### config.mk
export PLATFORM = sky130hd
export DESIGN_NAME = alu_wb_stage_flat
export DESIGN_NICKNAME = d
export VERILOG_FILES = /design/src/rtl/alu_pkg.sv /design/src/rtl/alu_wb_stage_if.sv /design/src/rtl/wb_skid_buf.sv /design/src/rtl/alu_wb_stage.sv /design/src/flat_wrapper.sv
export SDC_FILE = /design/constraint.sdc
export NUM_CORES = 1
export LEC_CHECK = 0
export CORE_ASPECT_RATIO = 0.6
export CORE_MARGIN = 1
export CORE_UTILIZATION = 51
export CTS_CLUSTER_DIAMETER = 50
export DETAILED_ROUTE_END_ITERATION = 8
export PLACE_DENSITY = 0.85
export SETUP_SLACK_MARGIN = 0.2
export SKIP_CTS_REPAIR_TIMING = 1
export SLEW_MARGIN = 0
export SYNTH_ARGS = -nofsm -noshare
export SYNTH_HDL_FRONTEND = slang
export SYNTH_SLANG_ARGS = --single-unit
### constraint.sdc
create_clock -name clk -period 3.3 [get_ports clk]
set_input_delay 0.33 -clock clk [delete_from_list [all_inputs] [get_ports clk]]
set_output_delay 0.33 -clock clk [all_outputs]
set_load 0.02 [all_outputs]
### src/rtl/alu_pkg.sv
// Shared ALU/writeback definitions: widths, branch condition codes, writeback entry
// layout and the ALU opcode constants.
package alu_pkg;

   localparam int DATA_W = 32;
   localparam int REG_W  = 5;

   typedef enum logic [2:0] {
      COND_NE  = 3'd0,
      COND_EQ  = 3'd1,
      COND_GT  = 3'd2,
      COND_LT  = 3'd3,
      COND_GE  = 3'd4,
      COND_LE  = 3'd5,
      COND_OVF = 3'd6,
      COND_AL  = 3'd7
   } cond_e;

   typedef struct packed {
      logic [DATA_W-1:0] result;
      logic [REG_W-1:0]  rd;
      logic              we;
   } wb_entry_t;

   localparam logic [3:0] OP_SUB = 4'h2;
   localparam logic [3:0] OP_ADD = 4'h3;
   localparam logic [3:0] OP_AND = 4'h5;
   localparam logic [3:0] OP_OR  = 4'h6;
   localparam logic [3:0] OP_XOR = 4'h7;
   localparam logic [3:0] OP_SLL = 4'h8;
   localparam logic [3:0] OP_SRL = 4'h9;
   localparam logic [3:0] OP_SRA = 4'hA;

   function automatic logic eval_cond(cond_e c, logic z, logic n, logic v);
      logic hit;
      hit = 1'b1;
      case (c)
         COND_NE:  hit = !z;
         COND_EQ:  hit = z;
         COND_GT:  hit = !z && !n;
         COND_LT:  hit = n;
         COND_GE:  hit = !n;
         COND_LE:  hit = z || n;
         COND_OVF: hit = v;
         default:  hit = 1'b1;
      endcase
      return hit;
   endfunction

endpackage

### src/rtl/alu_wb_stage_if.sv
// ALU-to-writeback bus: input op handshake, writeback handshake, flush and
// condition-code / branch-condition signals.
interface alu_wb_if;
   import alu_pkg::*;

   logic              in_valid;
   logic              in_ready;
   logic [DATA_W-1:0] in_result;
   logic              in_z;
   logic              in_n;
   logic              in_v;
   logic [REG_W-1:0]  in_rd;
   logic              in_we;
   logic              in_setcc;
   logic              flush;
   logic              out_valid;
   logic              out_ready;
   logic [DATA_W-1:0] out_result;
   logic [REG_W-1:0]  out_rd;
   logic              out_we;
   logic              cc_z;
   logic              cc_n;
   logic              cc_v;
   logic [2:0]        cond;
   logic              cond_true;

   modport master (
      output in_valid, in_result, in_z, in_n, in_v, in_rd, in_we, in_setcc,
             flush, out_ready, cond,
      input  in_ready, out_valid, out_result, out_rd, out_we, cc_z, cc_n, cc_v, cond_true
   );

   modport slave (
      input  in_valid, in_result, in_z, in_n, in_v, in_rd, in_we, in_setcc,
             flush, out_ready, cond,
      output in_ready, out_valid, out_result, out_rd, out_we, cc_z, cc_n, cc_v, cond_true
   );
endinterface

### src/rtl/wb_skid_buf.sv
// Two-entry valid/ready skid buffer of writeback entries; the main register
// drives the output, the skid register absorbs one entry under backpressure.
module wb_skid_buf
   import alu_pkg::*;
(
   input  logic      clk,
   input  logic      rst,
   input  logic      flush,
   input  logic      in_valid,
   output logic      in_ready,
   input  wb_entry_t in_data,
   output logic      out_valid,
   input  logic      out_ready,
   output wb_entry_t out_data
);

   wb_entry_t main_reg, main_next;
   wb_entry_t skid_reg, skid_next;
   logic      main_valid_reg, main_valid_next;
   logic      skid_valid_reg, skid_valid_next;
   logic      accept;
   logic      transfer;

   assign in_ready  = !skid_valid_reg && !rst;
   assign accept    = in_valid && in_ready;
   assign transfer  = main_valid_reg && out_ready;
   assign out_valid = main_valid_reg;
   assign out_data  = main_reg;

   always_comb begin
      main_next       = main_reg;
      main_valid_next = main_valid_reg;
      skid_next       = skid_reg;
      skid_valid_next = skid_valid_reg;
      if (flush) begin
         // A transfer in this cycle has already happened downstream; only drop state.
         main_valid_next = 1'b0;
         skid_valid_next = 1'b0;
      end else if (skid_valid_reg) begin
         if (transfer) begin
            main_next       = skid_reg;
            skid_valid_next = 1'b0;
         end
      end else if (!main_valid_reg || transfer) begin
         main_valid_next = accept;
         if (accept) main_next = in_data;
      end else if (accept) begin
         skid_next       = in_data;
         skid_valid_next = 1'b1;
      end
   end

   always_ff @(posedge clk) begin
      if (rst) begin
         main_reg       <= '0;
         skid_reg       <= '0;
         main_valid_reg <= 1'b0;
         skid_valid_reg <= 1'b0;
      end else begin
         main_reg       <= main_next;
         skid_reg       <= skid_next;
         main_valid_reg <= main_valid_next;
         skid_valid_reg <= skid_valid_next;
      end
   end

endmodule

### src/rtl/alu_wb_stage.sv
// Execute-to-writeback stage: buffers ALU results for writeback, commits the
// condition codes and evaluates branch conditions against them.
module alu_wb_stage
   import alu_pkg::*;
(
   input  logic     clk,
   input  logic     rst,
   alu_wb_if.slave  bus
);

   wb_entry_t  in_entry;
   wb_entry_t  out_entry;
   logic       accept;
   logic [2:0] cc_in;
   logic [2:0] cc_reg;

   assign in_entry = '{result: bus.in_result, rd: bus.in_rd, we: bus.in_we};
   assign accept   = bus.in_valid && bus.in_ready;
   assign cc_in    = {bus.in_z, bus.in_n, bus.in_v};

   wb_skid_buf u_skid (
      .clk       (clk),
      .rst       (rst),
      .flush     (bus.flush),
      .in_valid  (bus.in_valid),
      .in_ready  (bus.in_ready),
      .in_data   (in_entry),
      .out_valid (bus.out_valid),
      .out_ready (bus.out_ready),
      .out_data  (out_entry)
   );

   assign bus.out_result = out_entry.result;
   assign bus.out_rd     = out_entry.rd;
   assign bus.out_we     = out_entry.we;

   // Flags commit on accept regardless of writeback stall; a flushed op never commits.
   generate
      for (genvar gi = 0; gi < 3; gi++) begin : g_cc
         always_ff @(posedge clk) begin
            if (rst)
               cc_reg[gi] <= 1'b0;
            else if (accept && bus.in_setcc && !bus.flush)
               cc_reg[gi] <= cc_in[gi];
         end
      end
   endgenerate

   assign bus.cc_z      = cc_reg[2];
   assign bus.cc_n      = cc_reg[1];
   assign bus.cc_v      = cc_reg[0];
   assign bus.cond_true = eval_cond(cond_e'(bus.cond), cc_reg[2], cc_reg[1], cc_reg[0]);

endmodule
### src/flat_wrapper.sv
// flat-port wrapper written by rule: the top's interface ports become plain ports
module alu_wb_stage_flat import alu_pkg::*;
  (clk, rst, bus_in_valid, bus_in_result, bus_in_z, bus_in_n, bus_in_v, bus_in_rd, bus_in_we, bus_in_setcc, bus_flush, bus_out_ready, bus_cond, bus_in_ready, bus_out_valid, bus_out_result, bus_out_rd, bus_out_we, bus_cc_z, bus_cc_n, bus_cc_v, bus_cond_true);
  alu_wb_if bus_i ();
  input  logic clk;
  input  logic rst;
  input wire logic [$bits(bus_i.in_valid)-1:0] bus_in_valid;
  input wire logic [$bits(bus_i.in_result)-1:0] bus_in_result;
  input wire logic [$bits(bus_i.in_z)-1:0] bus_in_z;
  input wire logic [$bits(bus_i.in_n)-1:0] bus_in_n;
  input wire logic [$bits(bus_i.in_v)-1:0] bus_in_v;
  input wire logic [$bits(bus_i.in_rd)-1:0] bus_in_rd;
  input wire logic [$bits(bus_i.in_we)-1:0] bus_in_we;
  input wire logic [$bits(bus_i.in_setcc)-1:0] bus_in_setcc;
  input wire logic [$bits(bus_i.flush)-1:0] bus_flush;
  input wire logic [$bits(bus_i.out_ready)-1:0] bus_out_ready;
  input wire logic [$bits(bus_i.cond)-1:0] bus_cond;
  output wire logic [$bits(bus_i.in_ready)-1:0] bus_in_ready;
  output wire logic [$bits(bus_i.out_valid)-1:0] bus_out_valid;
  output wire logic [$bits(bus_i.out_result)-1:0] bus_out_result;
  output wire logic [$bits(bus_i.out_rd)-1:0] bus_out_rd;
  output wire logic [$bits(bus_i.out_we)-1:0] bus_out_we;
  output wire logic [$bits(bus_i.cc_z)-1:0] bus_cc_z;
  output wire logic [$bits(bus_i.cc_n)-1:0] bus_cc_n;
  output wire logic [$bits(bus_i.cc_v)-1:0] bus_cc_v;
  output wire logic [$bits(bus_i.cond_true)-1:0] bus_cond_true;
  assign bus_i.in_valid = bus_in_valid;
  assign bus_i.in_result = bus_in_result;
  assign bus_i.in_z = bus_in_z;
  assign bus_i.in_n = bus_in_n;
  assign bus_i.in_v = bus_in_v;
  assign bus_i.in_rd = bus_in_rd;
  assign bus_i.in_we = bus_in_we;
  assign bus_i.in_setcc = bus_in_setcc;
  assign bus_i.flush = bus_flush;
  assign bus_i.out_ready = bus_out_ready;
  assign bus_i.cond = bus_cond;
  assign bus_in_ready = bus_i.in_ready;
  assign bus_out_valid = bus_i.out_valid;
  assign bus_out_result = bus_i.out_result;
  assign bus_out_rd = bus_i.out_rd;
  assign bus_out_we = bus_i.out_we;
  assign bus_cc_z = bus_i.cc_z;
  assign bus_cc_n = bus_i.cc_n;
  assign bus_cc_v = bus_i.cc_v;
  assign bus_cond_true = bus_i.cond_true;
  alu_wb_stage u_core (.clk(clk), .rst(rst), .bus(bus_i));
endmodule
==> flow_metrics.env, run 1 <==
export IMPL_layout_setup_ws_ns=0.8801
export IMPL_syn_num_nets=467
export IMPL_path_clk_slew_ns=0.08
export IMPL_final_cell_mix="92 x clkdlybuf4s50_1, 81 x dfxtp_1, 78 x nand2_1"
export IMPL_grt_overflow=0
export IMPL_ys_seq_area_frac=0.4791
export IMPL_crit_required_ns=3.49
export IMPL_power_density_nw_per_um2=449.2
export IMPL_met3_usage=0.06845
export IMPL_viasPerCell=5.576
export IMPL_synth_avg_cell_area_um2=8.116
export IMPL_vias=3245
export IMPL_synthToLayoutAreaGrowth_pct=33.64
export IMPL_reg2reg_slack_ns=1.06
export IMPL_routedWlPerCell_um=15.04
export IMPL_netlist_cell_type_count=24
export IMPL_setup_viol=0
export IMPL_drv_cap=0
export IMPL_crit_chain="clkdlybuf4s50_1, or3b_4, or3b_1, buf_4, nand2_1, a21oi_1"
export IMPL_netlist_area_leader_share=0.4791
export IMPL_start_util=0.5416
export IMPL_hold_violations=0
export IMPL_numPortBuffers=93
export IMPL_nFillCells=508
export IMPL_antennaDiodeCount=0
export IMPL_end_kind="flip-flop"
export IMPL_hold_path_class="reg2reg"
export IMPL_synthTopCellsByArea="dfxtp_1 48%, a311oi_1 9.8%, nand2_1 8.7%"
export IMPL_clockBufferDepth=2
export IMPL_drc=0
export IMPL_ir_drop_v=0.0002659
export IMPL_cp_top_family="simple AND/OR/NAND/NOR gates"
export IMPL_clock_sinks=81
export IMPL_synth_area_leader_cell="dfxtp_1"
export IMPL_cts_tree="done"
export IMPL_die_area_um2=6977
export IMPL_slew_headroom=0.4651
export IMPL_p_switching_w=0.0005115
export IMPL_grt_pass1_vias=2899
export IMPL_grt_use_met1=0.3532
export IMPL_core_area_um2=6248
export IMPL_worst_slew_pin_slew_ns=0.8024
export IMPL_sw_frac_of_total=0.2518
export IMPL_min_period_over_period=0.7333
export IMPL_finalPower_w=0.002032
export IMPL_nets=543
export IMPL_p_clk_frac=0.355
export IMPL_report_final_slew_viol_count=0
export IMPL_fin_skew_ns=0.01158
export IMPL_grt_util_met2=0.3903
export IMPL_dpl_cell_area_um2=4325
export IMPL_rsz0062_at_grt="no"
export IMPL_chipHeight_um=65.10
export IMPL_startpoint_type="input pin"
export IMPL_p_comb_frac=0.142
export IMPL_final_setup_tns_ns=0
export IMPL_htreeDepth=3
export IMPL_pre_cts_ws_ns=0.5410
export IMPL_drtIter0Drc=233
export IMPL_finalWirelength_um=8751
export IMPL_ioPinCount=94
export IMPL_crit_arrival_ns=2.61
export IMPL_crit_fanout=41
export IMPL_numCtsBuffers=9
export IMPL_core_rowCount=22
export IMPL_die_width_um=107.2
export IMPL_pwr_share_seq=0.503
export IMPL_ant_nets=0
export IMPL_drt_pass1_iterations=4
export IMPL_min_period_ns=2.420
export IMPL_drive_above_1_share=0.05823
export IMPL_layout_commonest_cell="clkdlybuf4s50_1"
export IMPL_grt_max_degree=84
export IMPL_fin_area_um2=4523
export IMPL_netlist_area_um2=3384
export IMPL_status="complete, no violations"
export IMPL_synthCells=417
export IMPL_slowest_stage="or3b_1"
export IMPL_hold_slack_ns=0.4565
export IMPL_yosysWarnings=0
export IMPL_fmax_mhz=413.2
export IMPL_cp_buffers_inverters=2
export IMPL_grt_pass1_wl_um=13800
export IMPL_grt_usage=0.2547
export IMPL_power_internal_w=0.001520
export IMPL_critPathKind="in2reg"
export IMPL_hpwl_um=5672
export IMPL_gp_congestion=0.7655
export IMPL_slowest_delay_ns=0.68
export IMPL_power_leakage_nw=1.584
export IMPL_antenna_found_initial=0
export IMPL_clock_root_buffer="clkbuf_8"
export IMPL_grt_busiest_layer="met2"
export IMPL_yosys_register_bits=81
export IMPL_clock_latency_ns=0.34
worst paths after layout:
check        cells past startpoint                                      end                               startpoint
min reg2reg                      2   u_core.u_skid.skid_reg[8]$_SDFFE_PP0P_   u_core.u_skid.skid_reg[8]$_SDFFE_PP0P_
max reg2reg                      5  u_core.u_skid.skid_reg[33]$_SDFFE_PP0P_  u_core.u_skid.skid_valid_reg$_SDFF_PP0_
min                              2   u_core.u_skid.skid_reg[8]$_SDFFE_PP0P_   u_core.u_skid.skid_reg[8]$_SDFFE_PP0P_
max                              6  u_core.u_skid.skid_reg[33]$_SDFFE_PP0P_                             bus_in_valid
layout make-up:
cell class / instances / area, um2 / area share
sequential: 81 / 1622 / 0.3585
multi-input combinational: 298 / 1602 / 0.3541
timing repair buffer: 102 / 993.5 / 0.2196
clock buffer: 12 / 145.1 / 0.03209
tap: 84 / 105.1 / 0.02324
clock inverter: 4 / 52.55 / 0.01162
inverter: 1 / 3.754 / 0.0008299
cells in the mapped netlist (all sizes together):
library cell  instances
o21ai                39
a211oi                1
o221a                 1
nor3                  1
buf                  11
nor2                 45
nand2b               40
nand3b                1
nand3                 1
nand2                78
nor2b                 3
inv                   1
or3b                  2
mux2i                 4
a21oi                42
nor3b                 1
a311oi               38
a2111oi               1
dfxtp                81
clkbuf               26
worst register-to-register path: cells and delay by family, from the launching register on:
| kind | cells | cell delay, ns |
|---|---|---|
| buffers and inverters | 1 | 0.33 |
| AO/OA/AOI/OAI | 1 | 0.06 |
| AND/OR/NAND/NOR | 3 | 1.37 |
| flip-flops | 1 | 0.32 |
logic make-up after synthesis:
logic type	Yosys count	synth area share
simple gates	172	0.2292
compound gates	122	0.2277
mux	4	0.01183
buf+inv	38	0.05212
flops	81	0.4791
power groups by stage:
stage	logic (W)	clock network [W]	registers, W
after floorplan	0.000106	0	0.00108
after global placement	0.000281	0	0.00104
final	0.000288	0.000722	0.00102
after global routing	0.000310	0.000781	0.00103
after CTS	0.000288	0.000730	0.00102
after detailed placement	0.000286	0	0.00104
through the flow:
step	cells	utilization
after floorplan	417	-
after global placement	566	0.6922
after detailed placement	566	0.6922
after CTS	582	0.7239
after global routing	582	0.7239
final	582	0.7239
metal layers:
metal / part of all wire / vias up
met5: 0 / -
met2: 0.44 / 140
met4: 0.015 / 0
met3: 0.078 / 14
met1: 0.47 / 1501
li1: - / 1590
Power figures use the tool's default switching activity.
==> inputs of run 2 (changes only) <==
--- a/config.mk
+++ b/config.mk
@@ -7,10 +7,10 @@
 export LEC_CHECK = 0
 export CORE_ASPECT_RATIO = 0.6
 export CORE_MARGIN = 1
-export CORE_UTILIZATION = 51
+export CORE_UTILIZATION = 48
 export CTS_CLUSTER_DIAMETER = 50
 export DETAILED_ROUTE_END_ITERATION = 8
-export PLACE_DENSITY = 0.85
+export PLACE_DENSITY = 0.81
 export SETUP_SLACK_MARGIN = 0.2
 export SKIP_CTS_REPAIR_TIMING = 1
 export SLEW_MARGIN = 0
==> constraint.sdc (replaced) <==
create_clock -name clk -period 2.24 [get_ports clk]
set_input_delay 0.224 -clock clk [delete_from_list [all_inputs] [get_ports clk]]
set_output_delay 0.224 -clock clk [all_outputs]
set_load 0.02 [all_outputs]
==> run 2 against run 1 <==
Effect of this change: setup slack worse by 0.50 ns; clock skew down 0.0082 ns; hold slack got worse by 0.0046 ns; critical endpoint is now bus_in_ready; count of clock-buffer cells in the layout decreased by 1; die area increased by 6.1%; routed wire length increased by 1.5%; utilization decreased by 3.0 points; final cell count up 0.86%.
==> flow_metrics.env, run 2 (synthesis gave the netlist of run 1 again) <==
export IMPL_final_cell_mix="91 x clkdlybuf4s50_1, 81 x dfxtp_1, 78 x nand2_1"
export IMPL_rsz0062_at_grt="no"
export IMPL_clockBufferDepth=2
export IMPL_antenna_found_initial=0
export IMPL_p_clk_frac=0.433
export IMPL_grt_overflow=0
export IMPL_reg2reg_depth=6
export IMPL_core_rowCount=23
export IMPL_chipHeight_um=67.05
export IMPL_drc=0
export IMPL_fmax_mhz=537.0
export IMPL_ioPinCount=94
export IMPL_layout_setup_ws_ns=0.3778
export IMPL_htreeDepth=3
export IMPL_pre_cts_ws_ns=0.09672
export IMPL_nets=546
export IMPL_reg2reg_to="u_core.u_skid.out_data[34]$_SDFFE_PP0P_"
export IMPL_min_period_ns=1.862
export IMPL_startpoint_type="flip-flop"
export IMPL_reg2reg_slack_ns=0.38
export IMPL_end_kind="primary output"
export IMPL_path_clk_slew_ns=0.06
export IMPL_finalWirelength_um=8883
export IMPL_numCtsBuffers=9
export IMPL_status="complete, no violations"
export IMPL_reg2reg_from="u_core.u_skid.skid_valid_reg$_SDFF_PP0_"
export IMPL_vias=3277
export IMPL_drv_cap=0
export IMPL_grt_usage=0.2473
export IMPL_fin_skew_ns=0.003383
export IMPL_core_area_um2=6734
export IMPL_crit_required_ns=2.02
export IMPL_drtIter0Drc=205
export IMPL_power_leakage_nw=1.652
export IMPL_crit_fanout=43
export IMPL_numPortBuffers=93
export IMPL_ant_nets=0
export IMPL_min_delay_path_depth=2
export IMPL_crit_arrival_ns=1.64
export IMPL_antennaDiodeCount=0
export IMPL_grt_use_met1=0.3072
export IMPL_drive_above_1_share=0.06600
export IMPL_clock_latency_ns=0.33
export IMPL_hpwl_um=5658
export IMPL_viasPerCell=5.583
export IMPL_sw_frac_of_total=0.2341
export IMPL_cts_tree="done"
export IMPL_grt_util_met2=0.4216
export IMPL_cp_startpoint="u_core.u_skid.skid_valid_reg$_SDFF_PP0_"
export IMPL_met3_usage=0.06551
export IMPL_worst_slew_pin_slew_ns=0.8220
export IMPL_gp_congestion=0.7431
export IMPL_power_internal_w=0.002613
export IMPL_report_final_slew_viol_count=0
export IMPL_pwr_share_seq=0.442
export IMPL_ir_drop_v=0.0004150
export IMPL_critPathKind="reg2out"
export IMPL_start_util=0.5026
export IMPL_final_setup_tns_ns=0
export IMPL_p_switching_w=0.0007989
export IMPL_hold_violations=0
export IMPL_hold_path_class="reg2reg"
export IMPL_grt_busiest_layer="met2"
export IMPL_final_cell_count_no_fill=587
export IMPL_synthToLayoutAreaGrowth_pct=38.04
export IMPL_p_comb_frac=0.125
export IMPL_clock_root_buffer="clkbuf_16"
export IMPL_layout_commonest_cell="clkdlybuf4s50_1"
export IMPL_final_core_util=0.6938
export IMPL_die_area_um2=7402
export IMPL_dp_cells=572
export IMPL_die_width_um=110.4
export IMPL_clock_sinks=81
export IMPL_drt_pass1_iterations=5
export IMPL_power_density_nw_per_um2=730.3
export IMPL_whs_endpoint="u_core.u_skid.skid_reg[33]$_SDFFE_PP0P_"
export IMPL_min_period_over_period=0.8313
export IMPL_grt_pass1_wl_um=14500
export IMPL_grt_pass1_vias=3083
export IMPL_grt_max_degree=83
export IMPL_min_delay_start="u_core.u_skid.skid_reg[33]$_SDFFE_PP0P_"
export IMPL_setup_viol=0
export IMPL_slew_headroom=0.4520
export IMPL_routedWlPerCell_um=15.13
[run 2: per-layer routing]
metal / up-vias / wire [um]
met5: - / 0
met4: 0 / 72
met3: 7 / 703
met2: 114 / 4182
met1: 1559 / 3925
li1: 1597 / -
[run 2: worst max-delay path by stage]
stage	to	slack (ns)	cells after the start
final	bus_in_ready	0.38	3
after global routing	u_core.u_skid.out_data[33]$_SDFFE_PP0P_	0.23	6
after CTS	bus_cond_true	0.13	6
after detailed placement	u_core.u_skid.out_data[34]$_SDFFE_PP0P_	0.1	6
after global placement	bus_cond_true	0.18	6
after floorplan	u_core.u_skid.skid_reg[14]$_SDFFE_PP0P_	0.54	6
[run 2: per-stage QoR]
stage	cell area, um2	hold slack, ns	total power, W
floorplan	3385	0.3008	0.001741
global placement	4364	0.4381	0.001956
detailed placement	4364	0.4434	0.001965
CTS	4669	0.4516	0.003434
global route	4672	0.4693	0.003546
finish	4672	0.4519	0.003412
[run 2: worst max-delay path, stage by stage, from the launching register on]
cell             delay (ns)
dfxtp_1                0.32
buf_4                  0.35
nor2_1                 0.09
clkdlybuf4s50_1        0.55
[run 2: cell type report]
type / count / area, um2
clock inverters: 4 / 52.55
fillers: 562 / 2062
clock buffers: 11 / 252.7
well taps: 87 / 108.9
repair buffers: 105 / 1031
multi-input cells: 298 / 1602
flip-flops and latches: 81 / 1622
inverters: 1 / 3.754
[run 2: power by group through the flow]
stage | Clock (W) | Combinational, W | Sequential, W
after global placement | 0 | 0.000417 | 0.00154
after floorplan | 0 | 0.000156 | 0.00158
after global routing | 0.00157 | 0.000458 | 0.00151
final | 0.00148 | 0.000426 | 0.00151
after detailed placement | 0 | 0.000426 | 0.00154
after CTS | 0.00150 | 0.000427 | 0.00151
